===== config.mk =====
export PLATFORM = sky130hd
export DESIGN_NAME = ustore_loader
export DESIGN_NICKNAME = d
export VERILOG_FILES = /design/src/rtl/ustore_loader.sv
export SDC_FILE = /design/constraint.sdc
export NUM_CORES = 1
export LEC_CHECK = 0
export ABC_AREA = 1
export BUFFER_PORTS_ARGS = -buffer_cell sky130_fd_sc_hd__buf_4
export CAP_MARGIN = 0
export CORE_UTILIZATION = 58
export DETAILED_ROUTE_END_ITERATION = 10
export GPL_ROUTABILITY_DRIVEN = 1
export PLACE_DENSITY = 0.8
export REMOVE_ABC_BUFFERS = 1
export SETUP_SLACK_MARGIN = 0.5
export SLEW_MARGIN = 20
export SYNTH_ARGS = -nofsm -noshare
export SYNTH_HDL_FRONTEND = slang
export SYNTH_SLANG_ARGS = --single-unit

===== constraint.sdc =====
create_clock -name clock -period 2.4 [get_ports clock]
set_input_delay 0.48 -clock clock [delete_from_list [all_inputs] [get_ports clock]]
set_output_delay 0.48 -clock clock [all_outputs]
set_load 0.02 [all_outputs]

===== src/rtl/ustore_loader.sv =====
// Control-store writer: assembles a byte stream into microcode words, writes them
// from address 0 upward, verifies the trailing checksum and releases the sequencer.
//
// state   | meaning
// --------+---------------------------------------------------------------
// S_IDLE  | no load since reset, sequencer held
// S_LOAD  | accepting word bytes, least significant first
// S_WRITE | one-cycle control-store write strobe
// S_CHECK | accepting the checksum byte
// S_DONE  | load verified, sequencer released
// S_ERROR | checksum mismatch, sequencer held
module ustore_loader #(
    parameter int ADDR_WIDTH     = 13,
    parameter int WORD_WIDTH     = 47,
    parameter int BYTES_PER_WORD = 6
) (
    input  logic                  clock,
    input  logic                  notReset,
    input  logic                  start,
    input  logic [ADDR_WIDTH:0]   word_count,
    input  logic [7:0]            byte_data,
    input  logic                  byte_valid,
    output logic                  byte_ready,
    output logic [ADDR_WIDTH-1:0] wr_addr,
    output logic [WORD_WIDTH-1:0] wr_data,
    output logic                  wr_enable,
    output logic                  seq_notReset,
    output logic                  busy,
    output logic                  done,
    output logic                  error
);

    localparam int ASM_WIDTH = 8 * BYTES_PER_WORD;
    localparam int IDX_WIDTH = (BYTES_PER_WORD > 1) ? $clog2(BYTES_PER_WORD) : 1;
    localparam logic [IDX_WIDTH-1:0]  LAST_IDX  = IDX_WIDTH'(BYTES_PER_WORD - 1);
    localparam logic [IDX_WIDTH-1:0]  IDX_ONE   = IDX_WIDTH'(1);
    localparam logic [ADDR_WIDTH:0]   ADDR_ONE  = (ADDR_WIDTH + 1)'(1);
    localparam logic [ADDR_WIDTH:0]   MAX_WORDS = {1'b1, {ADDR_WIDTH{1'b0}}};

    typedef enum logic [2:0] {
        S_IDLE, S_LOAD, S_WRITE, S_CHECK, S_DONE, S_ERROR
    } state_t;

    state_t                 state;
    logic [ASM_WIDTH-1:0]   asm_reg;
    logic [ASM_WIDTH-1:0]   asm_next;
    logic [IDX_WIDTH-1:0]   byte_idx;
    logic [ADDR_WIDTH:0]    addr;
    logic [ADDR_WIDTH:0]    addr_inc;
    logic [ADDR_WIDTH:0]    count;
    logic [7:0]             sum;
    logic                   take;
    logic                   start_ok;

    assign take     = byte_valid && byte_ready;
    assign start_ok = start && (word_count != '0) && (word_count <= MAX_WORDS);
    // addr is one bit wider than wr_addr so the final increment never wraps
    assign addr_inc = addr + ADDR_ONE;

    always_comb begin
        asm_next = asm_reg;
        asm_next[8*byte_idx +: 8] = byte_data;
    end

    always_ff @(posedge clock or negedge notReset) begin
        if (!notReset) begin
            state        <= S_IDLE;
            asm_reg      <= '0;
            byte_idx     <= '0;
            addr         <= '0;
            count        <= '0;
            sum          <= '0;
            byte_ready   <= 1'b0;
            wr_addr      <= '0;
            wr_data      <= '0;
            wr_enable    <= 1'b0;
            seq_notReset <= 1'b0;
            busy         <= 1'b0;
            done         <= 1'b0;
            error        <= 1'b0;
        end else begin
            case (state)
                S_IDLE, S_DONE, S_ERROR: begin
                    wr_enable <= 1'b0;
                    if (start_ok) begin
                        state        <= S_LOAD;
                        count        <= word_count;
                        addr         <= '0;
                        byte_idx     <= '0;
                        sum          <= '0;
                        done         <= 1'b0;
                        error        <= 1'b0;
                        busy         <= 1'b1;
                        byte_ready   <= 1'b1;
                        seq_notReset <= 1'b0;
                    end
                end
                S_LOAD: begin
                    if (take) begin
                        sum <= sum + byte_data;
                        if (byte_idx == LAST_IDX) begin
                            byte_idx   <= '0;
                            byte_ready <= 1'b0;
                            wr_enable  <= 1'b1;
                            wr_addr    <= addr[ADDR_WIDTH-1:0];
                            wr_data    <= asm_next[WORD_WIDTH-1:0];
                            state      <= S_WRITE;
                        end else begin
                            asm_reg  <= asm_next;
                            byte_idx <= byte_idx + IDX_ONE;
                        end
                    end
                end
                S_WRITE: begin
                    wr_enable  <= 1'b0;
                    addr       <= addr_inc;
                    byte_ready <= 1'b1;
                    state      <= (addr_inc == count) ? S_CHECK : S_LOAD;
                end
                S_CHECK: begin
                    if (take) begin
                        byte_ready <= 1'b0;
                        busy       <= 1'b0;
                        if (byte_data == sum) begin
                            done         <= 1'b1;
                            seq_notReset <= 1'b1;
                            state        <= S_DONE;
                        end else begin
                            error <= 1'b1;
                            state <= S_ERROR;
                        end
                    end
                end
                default: state <= S_IDLE;
            endcase
        end
    end

endmodule


# Word-level counts from Yosys, hierarchy flattened
# Cells that the tools add are included.
[word_totals]
latchBits = 0
memories = 0
romBits = 0
word_cells = 91
ff_bits = 155
ram_bits = 0
[op_classes]
mux = 33
n_mul = 0
shifts = 2
n_div = 0
bitwise = 1
eq_ne = 14
n_addsub = 4
n_reduce_logical = 23
order_cmp = 1
[ops]
columns = ["cell", "count"]
rows = [
  ["$bwmux 48", 1],
  ["$shift 8x34->48 const A", 1],
  ["$shiftx 8x34->48", 1],
  ["$neg 6->34", 1],
  ["$pmux 14 s2", 1],
  ["$mux 3", 7],
  ["$mux 8", 2],
  ["$pmux 8 s2", 1],
  ["$reduce_and 3->1", 5],
  ["$add 14x1->14 const B", 1],
  ["$eq 14x14->1", 1],
  ["$le 14x14->1 const B", 1],
  ["$mux 14", 1],
  ["$reduce_bool 14->1", 1],
  ["$mux 1", 12],
  ["$ne 2x2->1 const B", 6],
  ["$pmux 3 s4", 1],
  ["$reduce_and 4->1", 3],
  ["$eq 3x3->1 const B", 3],
  ["$add 8x8->8", 1],
  ["$eq 8x8->1", 1],
  ["$pmux 1 s2", 4],
  ["$reduce_bool 2->1", 4],
  ["$eq 3x2->1 const B", 2],
  ["other kinds (13)", 16],
]

# Longest topological paths before layout
[logic_depth]
word_depth = 5
ltp_mapped = 13

# Worst setup path after synthesis
# OpenSTA, ideal clock, no wires.
[synth_timing]
path_kind = "register to register"
from = "register byte_idx[0]"
to = "register wr_data[16]"
t_arrival_ns = 1.971
required_time_ns = 2.268
n_path_buf = 2
setup_time_ns = 0.132
slack_ns = 0.297
stages_incl_launch_ff = 12
period_less_slack_ns = 2.103
path_cell_list = "dfrtp_1 -> buf_4 -> inv_2 -> ha_1 -> ha_1 -> nor2_4 -> nand2_1 -> nor3_2 -> buf_2 -> nand2_1 -> o21ai_0 -> o21ai_1"
[synth_via]
elab_chain_cells = 3
elab_cells_between_ends = 6
classes_between = "1 x add/sub; 1 x eq/ne; 2 x shift; 1 x mux; 1 x reduce/logical"
[synth_rtl]
columns = ["item", "line", "text"]
rows = [
  ["from (decl)", "47", "logic [IDX_WIDTH-1:0] byte_idx;"],
  ["from (signal assigned)", "110", "byte_idx <= byte_idx + IDX_ONE;"],
  ["$neg 6->34", "62", "asm_next[8*byte_idx +: 8] = byte_data;"],
  ["$shiftx 8x34->48 or $shift 8x34->48 (tied branches)", "62", ""],
  ["$bwmux 48", "62", ""],
  ["to (signal assigned)", "106", "wr_data <= asm_next[WORD_WIDTH-1:0];"],
  ["to (decl)", "25", "output logic [WORD_WIDTH-1:0] wr_data,"],
]
# Parallel ways exist; a longest one is shown, timed or not.
# A chain may end at the register's enable or synchronous reset.

# Worst setup path in the final report
[layout_timing]
from = "register byte_idx[0]"
to = "register wr_data[37]"
# Same word-level chain as after synthesis.

==> results by group <==
Outcome
  – Status: completed

Timing
  – Relative slew slack: 60.88%
  – Final setup fails: 0
  – RSZ-0062 raised after global routing: true
  – Final Skew: 0.005544 ns
  – Least-Margin Pin Slew: 0.5868 ns
  – Final critical-path required period: 1.900 ns
  – Fmax: 0.5264 GHz
  – Pins over their slew limit: 0
  – Count of final hold-check violations: 0
  – Fin crit share: 79.15%

Cells and area
  – Commonest non-fill, non-tap cell in the layout: nand2_1
  – FF/Latch Area: 0.003856 sq mm
  – Area Growth Syn to Fin: 27.01%
  – Multi-input logic area: 0.003212 sq mm
  – Final #Nets: 986
  – Fin cells: 1126
  – Antenna cells: 0
  – Commonest cells after routing, fill and taps aside: 241 x nand2_1, 152 x dfrtp_1, 111 x buf_4
  – Share of cells above drive strength 1: 23.28%
  – Design area: 0.009178 sq mm
  – FILL cells: 810

Synth
  – Top cell type's share of synthesized area: 53.33%
  – Cell variety after synth: 38
  – Top cell type by total area after synthesis: dfrtp_1
  – Synth warnings: 0
  – Post-Synthesis Cells: 834
  – Asr flop ratio synth: 100.0%
  – Synth Cell Area: 0.007226 sq mm
  – Main synth FF type: dfrtp_1
  – Flops & latches, synth: 154
  – Number of flops mapped to enable cells by yosys: 0
  – Ranking of synthesized cells by area: dfrtp_1 53%, nand2_1 13%, o21ai_1 7.2%
  – Syn_area_per_cell: 8.664 sq um
  – Post-synthesis sequential area ratio: 53.33%

Routing
  – DR vias: 6261
  – Final ANT Viol Nets: 0
  – Routed len/inst: 15.70 um
  – Drc violations: 0
  – DR vias/cell: 5.560
  – Routed WL: 17680 um
  – Drt initial violations: 405
  – Drt first pass iters: 6

Clock tree
  – H-tree depth: 4
  – Clk slew on worst S/H paths: 0.06 ns
  – Clk Latency, worst-skew pair: 0.42 ns
  – CTS tree: yes
  – Clk root buf: clkbuf_16
  – Cts bufs inserted: 17
  – Clock Tree Buf Depth: 2
  – Clk sink count: 154

Die
  – Die area: 0.01291 sq mm
  – Die width: 113.6 um
  – Core area: 0.01206 sq mm
  – Die Height: 113.6 um
  – Initial core utilization: 59.91%
  – Num ports: 92
  – Rows: 40

Critical path
  – R2r worst-path depth: 9
  – WS Path Type: reg -> reg
  – Critical Path AT: 2.20 ns
  – Critical path fanouts, max: 5
  – Req. time, crit path: 2.70 ns
  – CP startpoint kind: flop
  – Crit. End Element: flop

GRT
  – Overall routing resource usage: 27.24%
  – Pin count of the biggest net entering global routing: 91
  – First-pass GRT wire length: 27290 um
  – Vias in the first global route: 5593
  – Initial antenna violation count: 0
  – GRT Residual Overflow: 0

Pwr
  – Pleak: 0.004337 uW
  – P per Cell Area: 1156 mW/mm^2
  – Peak VDD IR: 0.7468 mV

Place
  – Post-DP HPWL: 10870 um
  – Port bufs: 91
  – GP Congestion: 0.8981
  – Placed insts: 1076
  – Placed inst area: 0.008102 sq mm

Run
  – MaxCap Viol Count: 0

Min path
  – Tightest Hold Check Type: in -> async
==> path summary, 6_finish.rpt <==
kind                                    start          end  slack (ns)
worst max-delay path              byte_idx[0]  wr_data[37]        0.50
worst min-delay path                 notReset  asm_reg[38]        0.03
worst max register to register    byte_idx[0]  wr_data[37]        0.50
max in group asynchronous            notReset  wr_data[44]        1.74
min in group clock              word_count[4]     count[4]        0.30
worst min register to register    asm_reg[40]  asm_reg[40]        0.48
==> timing repair <==
item	CTS	global route
endpoints found under the setup margin	91	116
pin swaps	4	14
hold buffers	0	0
gates cloned	0	3
buffers inserted	4	13
resized for setup	24	57
==> metrics by stage <==
stage | hold WS (ns) | setup TNS (ns) | util (%) | power [uW] | setup WS, ns
finish | 0.03276 | 0 | 76.09 | 10610 | 0.5003
global route | 0.07251 | 0 | 76.09 | 11260 | 0.4386
CTS | 0.05390 | 0 | 73.04 | 10070 | 0.4839
detailed placement | 0.4677 | 0 | 67.17 | 7088 | 0.1916
global placement | 0.4628 | 0 | 67.17 | 6971 | 0.3090
floorplan | 0.1844 | -0.09048 | - | 6050 | -0.09048
==> layer usage <==
| layer | up-vias | share of wire [%] | GRT usage (%) |
|---|---|---|---|
| met4 | 0 | 2.3 | 9.912 |
| met1 | 3010 | 42 | 37.52 |
| met3 | 38 | 5.6 | 5.048 |
| li1 | 3003 | - | - |
| met5 | - | 0 | 0 |
| met2 | 210 | 50 | 43.46 |
==> cell usage after synthesis (3+ instances only) <==
master,instances
nand2_1,245
dfrtp_1,154
o21ai_1,104
inv_1,54
nand3_1,43
nor2_1,43
o21ai_0,38
a21oi_1,21
mux2i_1,19
buf_2,16
o22ai_1,13
ha_1,12
clkbuf_1,7
inv_2,7
nand4_1,7
buf_6,6
nor2_2,5
nor2_4,4
nor3_2,4
xor2_1,4
a22o_1,3
buf_4,3
xnor2_1,3
==> critical path: stages, from the launching register on <==
cell and delay [ns]:
dfrtp_1 0.36, inv_2 0.08, ha_4 0.17, ha_4 0.28, inv_4 0.05, nor3_4 0.23, buf_6 0.15, nand2_8 0.10
mux2i_2 0.25, o21ai_1 0.09
==> logic make-up (layout without fill, tap and decap cells) <==
group | after synthesis | after routing | synth area share, %
muxes | 20 | 20 | 2.788
buffers and inverters | 94 | 217 | 5.974
DFF | 154 | 154 | 53.33
xor gates and xnor gates | 7 | 7 | 0.8485
AOI/OAI and AO/OA | 186 | 186 | 13.52
and+or+nand+nor | 360 | 361 | 21.18
adders and majority gates | 13 | 13 | 2.355
==> power by group <==
| part | total, uW | internal, uW | switching (uW) | leakage [uW] |
|---|---|---|---|---|
| sequential | 3800 | 3290 | 507 | 0.00206 |
| clock | 2720 | 1730 | 992 | 0.000291 |
| combinational | 4090 | 1620 | 2470 | 0.00198 |
==> area by class of cell <==
class	instances	area share [%]
Clock buffer	23	5.317
Sequential cell	154	42.02
Multi-Input combinational cell	587	35.00
Clock inverter	7	1.254
Inverter	62	2.672
Tap cell	168	2.290
Timing Repair inverter	1	0.06817
Timing Repair Buffer	124	11.38
No activity file was read; power rests on OpenSTA's default activity.
